### config.mk
export PLATFORM = sky130hd
export DESIGN_NAME = io_responder
export DESIGN_NICKNAME = d
export VERILOG_FILES = /design/src/rtl/io_pkg.sv /design/src/rtl/io_sync_edge.sv /design/src/rtl/io_responder.sv
export SDC_FILE = /design/constraint.sdc
export NUM_CORES = 1
export LEC_CHECK = 0
export ABC_AREA = 1
export ABC_CLOCK_PERIOD_IN_PS = 3900
export CAP_MARGIN = 15
export CORE_ASPECT_RATIO = 0.75
export CORE_MARGIN = 5
export CORE_UTILIZATION = 50
export CTS_BUF_LIST = sky130_fd_sc_hd__clkbuf_4 sky130_fd_sc_hd__clkbuf_8
export CTS_CLUSTER_SIZE = 12
export DETAILED_ROUTE_END_ITERATION = 12
export PLACE_DENSITY = 0.76
export SLEW_MARGIN = 40
export SYNTH_ARGS = -nofsm -noshare
export SYNTH_HDL_FRONTEND = slang
export SYNTH_SLANG_ARGS = --single-unit
### constraint.sdc
create_clock -name CLK -period 3.9 [get_ports CLK]
set_input_delay 0.39 -clock CLK [delete_from_list [all_inputs] [get_ports CLK]]
set_output_delay 0.39 -clock CLK [all_outputs]
set_load 0.05 [all_outputs]
### src/rtl/io_pkg.sv
// Shared constants for the io_responder slice.
// Holds the register address map, the LFSR seed and tap mask, and the
// LFSR step function. No ports; imported by io_responder.
package io_pkg;

  localparam int unsigned ADDR_W = 4;
  localparam int unsigned LFSR_W = 16;

  localparam logic [ADDR_W-1:0] ADDR_LED     = 4'h0;
  localparam logic [ADDR_W-1:0] ADDR_SEG     = 4'h1;
  localparam logic [ADDR_W-1:0] ADDR_SW      = 4'h2;
  localparam logic [ADDR_W-1:0] ADDR_BTNEV   = 4'h3;
  localparam logic [ADDR_W-1:0] ADDR_TICKCNT = 4'h4;
  localparam logic [ADDR_W-1:0] ADDR_DIV     = 4'h5;
  localparam logic [ADDR_W-1:0] ADDR_RAND    = 4'h6;

  localparam logic [LFSR_W-1:0] LFSR_SEED = 16'hACE1;
  // Taps 16,14,13,11 map to bits 15,13,12,10.
  localparam logic [LFSR_W-1:0] LFSR_TAPS = 16'hB400;

  // Fibonacci step: shift left, feed the XOR of the tapped bits into bit 0.
  function automatic logic [LFSR_W-1:0] lfsr_next(input logic [LFSR_W-1:0] s);
    return {s[LFSR_W-2:0], ^(s & LFSR_TAPS)};
  endfunction

endpackage

### src/rtl/io_sync_edge.sv
// Two-flop synchronizer with a rising-edge detector.
// Ports: CLK, RESET (async, active-high), d (async input),
//        q (synchronized value), rise_c (one-cycle 0->1 pulse of q).
module io_sync_edge #(
  parameter int unsigned W = 1
) (
  input  logic         CLK,
  input  logic         RESET,
  input  logic [W-1:0] d,
  output logic [W-1:0] q,
  output logic [W-1:0] rise_c
);

  logic [W-1:0] meta;
  logic [W-1:0] prev;

  always_ff @(posedge CLK or posedge RESET) begin
    if (RESET) begin
      meta <= '0;
      q    <= '0;
      prev <= '0;
    end else begin
      meta <= d;
      q    <= meta;
      prev <= q;
    end
  end

  assign rise_c = q & ~prev;

endmodule

### src/rtl/io_responder.sv
// Memory-mapped I/O register block: LEDs, display value, switches,
// latched button events, a programmable tick prescaler with tick counter,
// and an optional pseudo-random source.
// Ports: CLK, RESET (async, active-high), IOAddr/IOWriteData/IOWriteEn
//        (processor write port), IOReadData (combinational read),
//        SW/BTN (async inputs), LED/SEG (register contents), TICK (pulse).
// Build option: define IO_RESPONDER_LFSR_EN to include the LFSR behind RAND.
module io_responder
  import io_pkg::*;
#(
  parameter int unsigned DIV_W   = 24,
  parameter int unsigned DIV_RST = 1000000
) (
  input  logic        CLK,
  input  logic        RESET,
  input  logic [3:0]  IOAddr,
  input  logic [31:0] IOWriteData,
  input  logic        IOWriteEn,
  output logic [31:0] IOReadData,
  input  logic [7:0]  SW,
  input  logic [3:0]  BTN,
  output logic [7:0]  LED,
  output logic [15:0] SEG,
  output logic        TICK
);

  logic [7:0]       sw_sync;
  logic [7:0]       sw_rise_unused;
  logic [3:0]       btn_sync_unused;
  logic [3:0]       btn_rise_c;
  logic [3:0]       btnev;
  logic [31:0]      tickcnt;
  logic [DIV_W-1:0] presc;
  logic [DIV_W-1:0] div_q;
  logic [DIV_W-1:0] div_last;
  logic             tick_now;
  logic [3:0]       btn_clr;
  logic [31:0]      rand_val;
  logic             wdata_unused;

  io_sync_edge #(.W(8)) u_sw_sync (
    .CLK    (CLK),
    .RESET  (RESET),
    .d      (SW),
    .q      (sw_sync),
    .rise_c (sw_rise_unused)
  );

  io_sync_edge #(.W(4)) u_btn_sync (
    .CLK    (CLK),
    .RESET  (RESET),
    .d      (BTN),
    .q      (btn_sync_unused),
    .rise_c (btn_rise_c)
  );

  // Upper write-data bits beyond the widest register are not stored.
  assign wdata_unused = ^IOWriteData;

  // DIV=0 behaves as DIV=1: terminal count is 0 either way.
  assign div_last = (div_q == '0) ? '0 : div_q - DIV_W'(1);
  assign tick_now = (presc >= div_last);

  assign btn_clr = (IOWriteEn && IOAddr == ADDR_BTNEV) ? IOWriteData[3:0] : 4'h0;

  // Register file, event latch and prescaler.
  always_ff @(posedge CLK or posedge RESET) begin
    if (RESET) begin
      LED     <= '0;
      SEG     <= '0;
      btnev   <= '0;
      tickcnt <= '0;
      presc   <= '0;
      div_q   <= DIV_W'(DIV_RST);
      TICK    <= 1'b0;
    end else begin
      if (IOWriteEn && IOAddr == ADDR_LED) LED <= IOWriteData[7:0];
      if (IOWriteEn && IOAddr == ADDR_SEG) SEG <= IOWriteData[15:0];
      if (IOWriteEn && IOAddr == ADDR_DIV) div_q <= IOWriteData[DIV_W-1:0];

      // A new edge wins over a same-cycle clear.
      btnev <= (btnev & ~btn_clr) | btn_rise_c;

      if (IOWriteEn && IOAddr == ADDR_DIV) begin
        presc <= '0;
        TICK  <= 1'b0;
      end else if (tick_now) begin
        presc <= '0;
        TICK  <= 1'b1;
      end else begin
        presc <= presc + DIV_W'(1);
        TICK  <= 1'b0;
      end

      // A clear wins over a same-cycle tick.
      if (IOWriteEn && IOAddr == ADDR_TICKCNT) begin
        tickcnt <= '0;
      end else if (tick_now && !(IOWriteEn && IOAddr == ADDR_DIV)) begin
        tickcnt <= tickcnt + 32'(1);
      end
    end
  end

`ifdef IO_RESPONDER_LFSR_EN
  logic [LFSR_W-1:0] lfsr_q;

  always_ff @(posedge CLK or posedge RESET) begin
    if (RESET) lfsr_q <= LFSR_SEED;
    else       lfsr_q <= lfsr_next(lfsr_q);
  end

  assign rand_val = 32'(lfsr_q);
`else
  assign rand_val = '0;
`endif

  // Combinational read mux, zero-extended.
  always_comb begin
    IOReadData = '0;
    case (IOAddr)
      ADDR_LED:     IOReadData = 32'(LED);
      ADDR_SEG:     IOReadData = 32'(SEG);
      ADDR_SW:      IOReadData = 32'(sw_sync);
      ADDR_BTNEV:   IOReadData = 32'(btnev);
      ADDR_TICKCNT: IOReadData = tickcnt;
      ADDR_DIV:     IOReadData = 32'(div_q);
      ADDR_RAND:    IOReadData = rand_val;
      default:      IOReadData = '0;
    endcase
  end

endmodule

Word level (Yosys, flattened, before mapping)

Cells that the tools add are included.

Register bits: 137
Bits of input ports: 51
Output and inout bits: 57
Logic and storage cells: 45

$add $sub $neg: 3
Magnitude comparators: 1
Equality and inequality tests: 5
Muxes and demuxes: 9
Bitwise logic cells: 5
Reduce and logical (&&, ||, !) cells: 10

Operators by type and width:

| operator                                                             | count |
|---|---|
| 32-bit case mux with 6 select lines                                  | 1 |
| 24-bit two-way mux                                                   | 3 |
| 32-bit two-way mux                                                   | 2 |
| 32-bit by 1-bit adder with 32-bit output, second input constant      | 1 |
| 24-bit by 1-bit adder with 24-bit output, second input constant      | 1 |
| 24-bit >= comparator                                                 | 1 |
| 24-bit zero test                                                     | 1 |
| 24-bit by 1-bit subtractor with 24-bit output, second input constant | 1 |
| 4-bit bitwise AND                                                    | 2 |
| 4-bit by 2-bit == test with 1-bit output, second input constant      | 2 |
| 4-bit by 3-bit == test with 1-bit output, second input constant      | 2 |
| 4-bit NOT                                                            | 2 |
| 1-bit logical AND                                                    | 6 |
| 4-bit by 1-bit == test with 1-bit output, second input constant      | 1 |
| 4-bit zero test                                                      | 1 |
| 4-bit two-way mux                                                    | 1 |
| 4-bit bitwise OR                                                     | 1 |
| 1-bit two-way mux                                                    | 2 |
| 2-bit nonzero test                                                   | 1 |
| 1-bit zero test                                                      | 1 |

Logic depth before layout (Yosys ltp)

Word-level depth: 6
Mapped depth: 21
Mapped depth without buffers: 20

Modules after synthesis

From an unflattened synthesis, not the netlist that was laid out.

Cells, all modules: 1,141
Area total of the unflattened synthesis: 8,634.5 um^2

Modules (own cells, without submodules):

| module                     | times used | cells each | area an instance (um^2) | seq. area each (um^2) |
|---|---|---|---|---|
| io_responder               | 1          | 1,079      | 7,606.0                 | 2,736.4 |
| io_sync_edge at u_sw_sync  | 1          | 41         | 684.4                   | 600.6 |
| io_sync_edge at u_btn_sync | 1          | 21         | 344.1                   | 300.3 |

Least setup slack after synthesis

Ideal clock, no wire load.

Path kind: flip-flop to flip-flop
From: register div_q[0]
To: register tickcnt[3]
Setup time: 0.118 ns
Arrival: 2.627 ns
Data required time: 3.782 ns
Slack: 1.155 ns
Stages on the path, launching flop included: 19
Buffers on the path: 2
Clock period less this slack: 2.745 ns
Cell sequence: dfrtp_1 -> inv_1 -> ha_1 -> nand2_2 -> nor2_1 -> nand2_1 -> inv_1 -> nand3_1 -> o21ai_0 -> nand3_1 -> ha_1 -> nand2_1 -> o21ai_0 -> a21oi_2 -> nand3_2 -> buf_6 -> buf_8 -> nand4_1 -> nand2_1

Longest elaborated chain between the ends: 5
Elaborated cells between the ends (all ways): 6
Classes of those cells: 1 x add/sub; 1 x order compare; 1 x mux; 3 x reduce/logical

Ends and longest elaborated chain:

| element                                                                           | line               | text |
|---|---|---|
| start, declared                                                                   | io_responder.sv:34 | `logic [DIV_W-1:0] div_q;` |
| start signal, assigned                                                            | io_responder.sv:74 | `div_q <= DIV_W'(DIV_RST);` |
| start signal, assigned                                                            | io_responder.sv:79 | `if (IOWriteEn && IOAddr == ADDR_DIV) div_q <= IOWriteData[DIV_W-1:0];` |
| 24-bit by 1-bit subtractor with 24-bit output or 24-bit zero test (tied branches) | io_responder.sv:61 | `assign div_last = (div_q == '0) ? '0 : div_q - DIV_W'(1);` |
| 24-bit two-way mux *                                                              | io_responder.sv:61 |  |
| 24-bit >= comparator *                                                            | io_responder.sv:62 | `assign tick_now = (presc >= div_last);` |
| 1-bit logical AND *                                                               | io_responder.sv:98 | `end else if (tick_now && !(IOWriteEn && IOAddr == ADDR_DIV)) begin` |
| 2-bit nonzero test (no source line) *                                             | -                  |  |
| end signal, assigned                                                              | io_responder.sv:99 | `tickcnt <= tickcnt + 32'(1);` |
| end, declared                                                                     | io_responder.sv:32 | `logic [31:0] tickcnt;` |

Every way passes the cells marked *; elsewhere a longest branch is shown, timed or not.
A chain may end at the register's enable or synchronous reset.

Worst setup path after layout

From: register div_q[1]
To: register tickcnt[4]

Same word-level chain as after synthesis.

==> run_results.csv <==
group,metric,value,unit
logic_synthesis,synth_xor_area_share,3.06,%
logic_synthesis,async_reset_ff_share,100,%
logic_synthesis,synth_top_area_share,39.2,%
route,ant_nets,0,
layout,diodes,0,
floorplanning,dieHeight,122,um
critical_path,start_kind,"flop",
power_and_ir_drop,vdd.ir_drop.worst,0.283,mV
floorplanning,std_cell_rows,40,
worst_hold_path,worstHoldPathType,"input port to flop",
global_route,grt_use_total,23.7,%
cts,clock_sinks,137,
layout,nNetsFinal,1269,
logic_synthesis,yosysTopAreaCell,"dfrtp_1",
route,via_per_inst,5.43,
route,drc_errors,0,
sta,clock_skew,0.0159,ns
route,drt_iter0_markers,866,
sta,finalHoldViolCount,0,
logic_synthesis,ys_top_cells_by_area,"dfrtp_1 (39%), nand2_1 (13%), nand3_1 (6.4%)",
logic_synthesis,yosys.area_share.simple,34.3,%
route,vias,7679,
sta,period_needed,3.48,ns
place,portBuffers,99,
cts,root_buffer,"clkbuf_8",
global_route,antenna_found_initial,0,
logic_synthesis,ys_ff_latch,137,
cts,clkTransAtPathRegs,0.09,ns
logic_synthesis,synthCells,1097,
logic_synthesis,synth_ff_type,"dfrtp_1",
logic_synthesis,synth_top_family_by_area,"simple AND/OR/NAND/NOR gates",
sta,finalMaxSlewViolations,0,
sta,whs,0.347,ns
route,wire_per_inst,16.1,um
sta,fin_tns_setup,0,ns
sta,fin_crit_sh,89.3,%
logic_synthesis,synth-seq-area-share,41.4,%
global_route,grt.overflow.total,0,
place,dp_hpwl,16800,um
logic_synthesis,synth_nets,1176,
logic_synthesis,yosys_warnings,0,
global_route,grt_pass1_vias,7157,
cts,cts_setup_buffers,0,
cts,cts_tree,"built",
route,first_pass_iters,5,
global_route,grt_max_degree,138,
cts,htree_levels,4,
floorplanning,initial_core_util,51.4,%
status,outcome,"finished clean",
logic_synthesis,synth_edf_count,0,
global_route,grt_pass1_wl,37100,um
cts,cts_buffers,17,
run,max_cap_violations,0,
sta,max_slew_margin,44.8,%
logic_synthesis,avgSynthCellArea,7.57,um2
power_and_ir_drop,leakagePower,0.00452,uW
layout,drive_gt1_share,9.81,%
logic_synthesis,post_synth_fa_ha_maj_area_fraction,4.22,%
power_and_ir_drop,p_per_area,428,mW/mm2
critical_path,cp-end-kind,"flop",
cts,cts_resized,0,
floorplanning,pin_count,108,
logic_synthesis,netlist_area,0.00831,mm2
layout,layout_commonest_cell,"nand2_1",
layout,layout_common_cells,"nand2_1 (277), dfrtp_1 (130), inv_1 (124)",
floorplanning,dieWidth,159,um
sta,rsz0062_at_grt,"no",
logic_synthesis,ys_types,44,
place,gp_congestion,0.945,
layout,areaGrowthSynthToFinish,18.2,%
critical_path,worstPathMaxFanout,33,
route,drt-total-wl,22800,um
cts,cts_hold_buf,0,
cts,worstSkewPairLatency,0.47,ns
sta,tightestPinTransition,0.827,ns
cts,clockBufferDepth,2,
logic_synthesis,synth_compound_area_share,7.63,%
critical_path,required,4.31,ns
sta,setup_viol,0,
critical_path,cp.arrival,3.89,ns
floorplanning,die_area,0.0193,mm2
logic_synthesis,synth.area.mux_share,1.08,%
power_and_ir_drop,total_power,4200,uW
sta,fmax,0.287,GHz
critical_path,crit_type,"flop to flop",
floorplanning,fp.coreArea,0.0162,mm2
[logic make-up after synthesis]
kind of cell / count (synthesis)
XOR/XNOR: 29
multiplexers: 8
adder cells (fa/ha/maj): 28
AO/OA/AOI/OAI: 112
AND/OR/NAND/NOR: 618
buffers and inverters: 165
flip-flops: 137
[sequential cells by signal, summed over array words and instances (netlist names)]
| name | flops |
|---|---|
| u_sw_sync.meta | 8 |
| u_btn_sync.q | 4 |
| presc | 24 |
| u_sw_sync.q | 8 |
| tickcnt | 32 |
| div_q | 24 |
| u_btn_sync.meta | 4 |
| u_btn_sync.prev | 4 |
| SEG | 16 |
| btnev | 4 |
| TICK | 1 |
| LED | 8 |
[cells in the mapped netlist (3+ instances only)]
| cell | n |
|---|---|
| ha_1 | 28 |
| nand4_1 | 37 |
| dfstp_2 | 7 |
| nor2_4 | 13 |
| inv_2 | 4 |
| o22ai_1 | 9 |
| mux2_1 | 3 |
| buf_6 | 4 |
| nor3_1 | 18 |
| mux2_2 | 5 |
| o31ai_1 | 3 |
| nand2_1 | 277 |
| o21ai_1 | 3 |
| nand2_2 | 13 |
| inv_1 | 125 |
| nor2_1 | 123 |
| o221ai_1 | 6 |
| nand2_4 | 3 |
| nand3_1 | 107 |
| xor2_1 | 27 |
| a21oi_1 | 15 |
| clkbuf_1 | 9 |
| nor2_2 | 15 |
| a221oi_1 | 4 |
| o21ai_0 | 65 |
| buf_2 | 18 |
| dfrtp_1 | 130 |
[worst max-delay path, cell delays in order, from the launching register on]
cell     delay (ns)
dfrtp_1        0.40
inv_1          0.20
ha_1           0.28
nand2_2        0.12
nor2_2         0.26
inv_1          0.12
nor3_1         0.23
nand3_1        0.10
nand3_1        0.09
ha_1           0.22
nand2_1        0.08
o21ai_0        0.11
a21oi_2        0.25
nand3_2        0.29
nand2_4        0.42
nand3_1        0.13
nand2_1        0.09
[report_power, final]
group,switching [uW],internal [uW]
sequential,197,1620
clock,680,489
combinational,795,425
[area by class of cell]
type / count / area [um2]
tap: 210 / 263
fill: 1501 / 6350
timing repair buffer: 108 / 1050
sequential: 137 / 3440
inverter: 131 / 497
multi-input combinational: 795 / 4180
clock inverter: 14 / 145
clock buffer: 18 / 241
[through the flow]
stage,instance area (um2),cells,worst slack [ns],util [%]
3_3_place_gp,9430,1381,0.489,58.3
3_5_place_dp,9430,1381,0.436,58.3
5_1_grt,9820,1413,0.0872,60.7
6_report,9820,1413,0.418,60.7
2_1_floorplan,8310,1097,1.16,-
4_1_cts,9820,1413,0.411,60.7
[final timing paths]
check / from / end / slack (ns) / cells past startpoint
setup / recovery: div_q[1] / tickcnt[4] / 0.42 / 16
max in group asynchronous: RESET / presc[20] / 2.85 / 3
setup reg to reg: div_q[1] / tickcnt[4] / 0.42 / 16
hold / removal: SW[3] / u_sw_sync.meta[3] / 0.35 / 1
min in group asynchronous: RESET / u_btn_sync.q[2] / 0.41 / 3
hold reg to reg: u_btn_sync.meta[3] / u_btn_sync.q[3] / 0.35 / 0
[routing by layer]
layer / track usage, % / routed length (um)
met5: 0 / 0
met4: 5.86 / 277
met3: 6.90 / 2320
met2: 33.3 / 9190
met1: 35.9 / 11000
No activity file was read; power rests on OpenSTA's default activity.
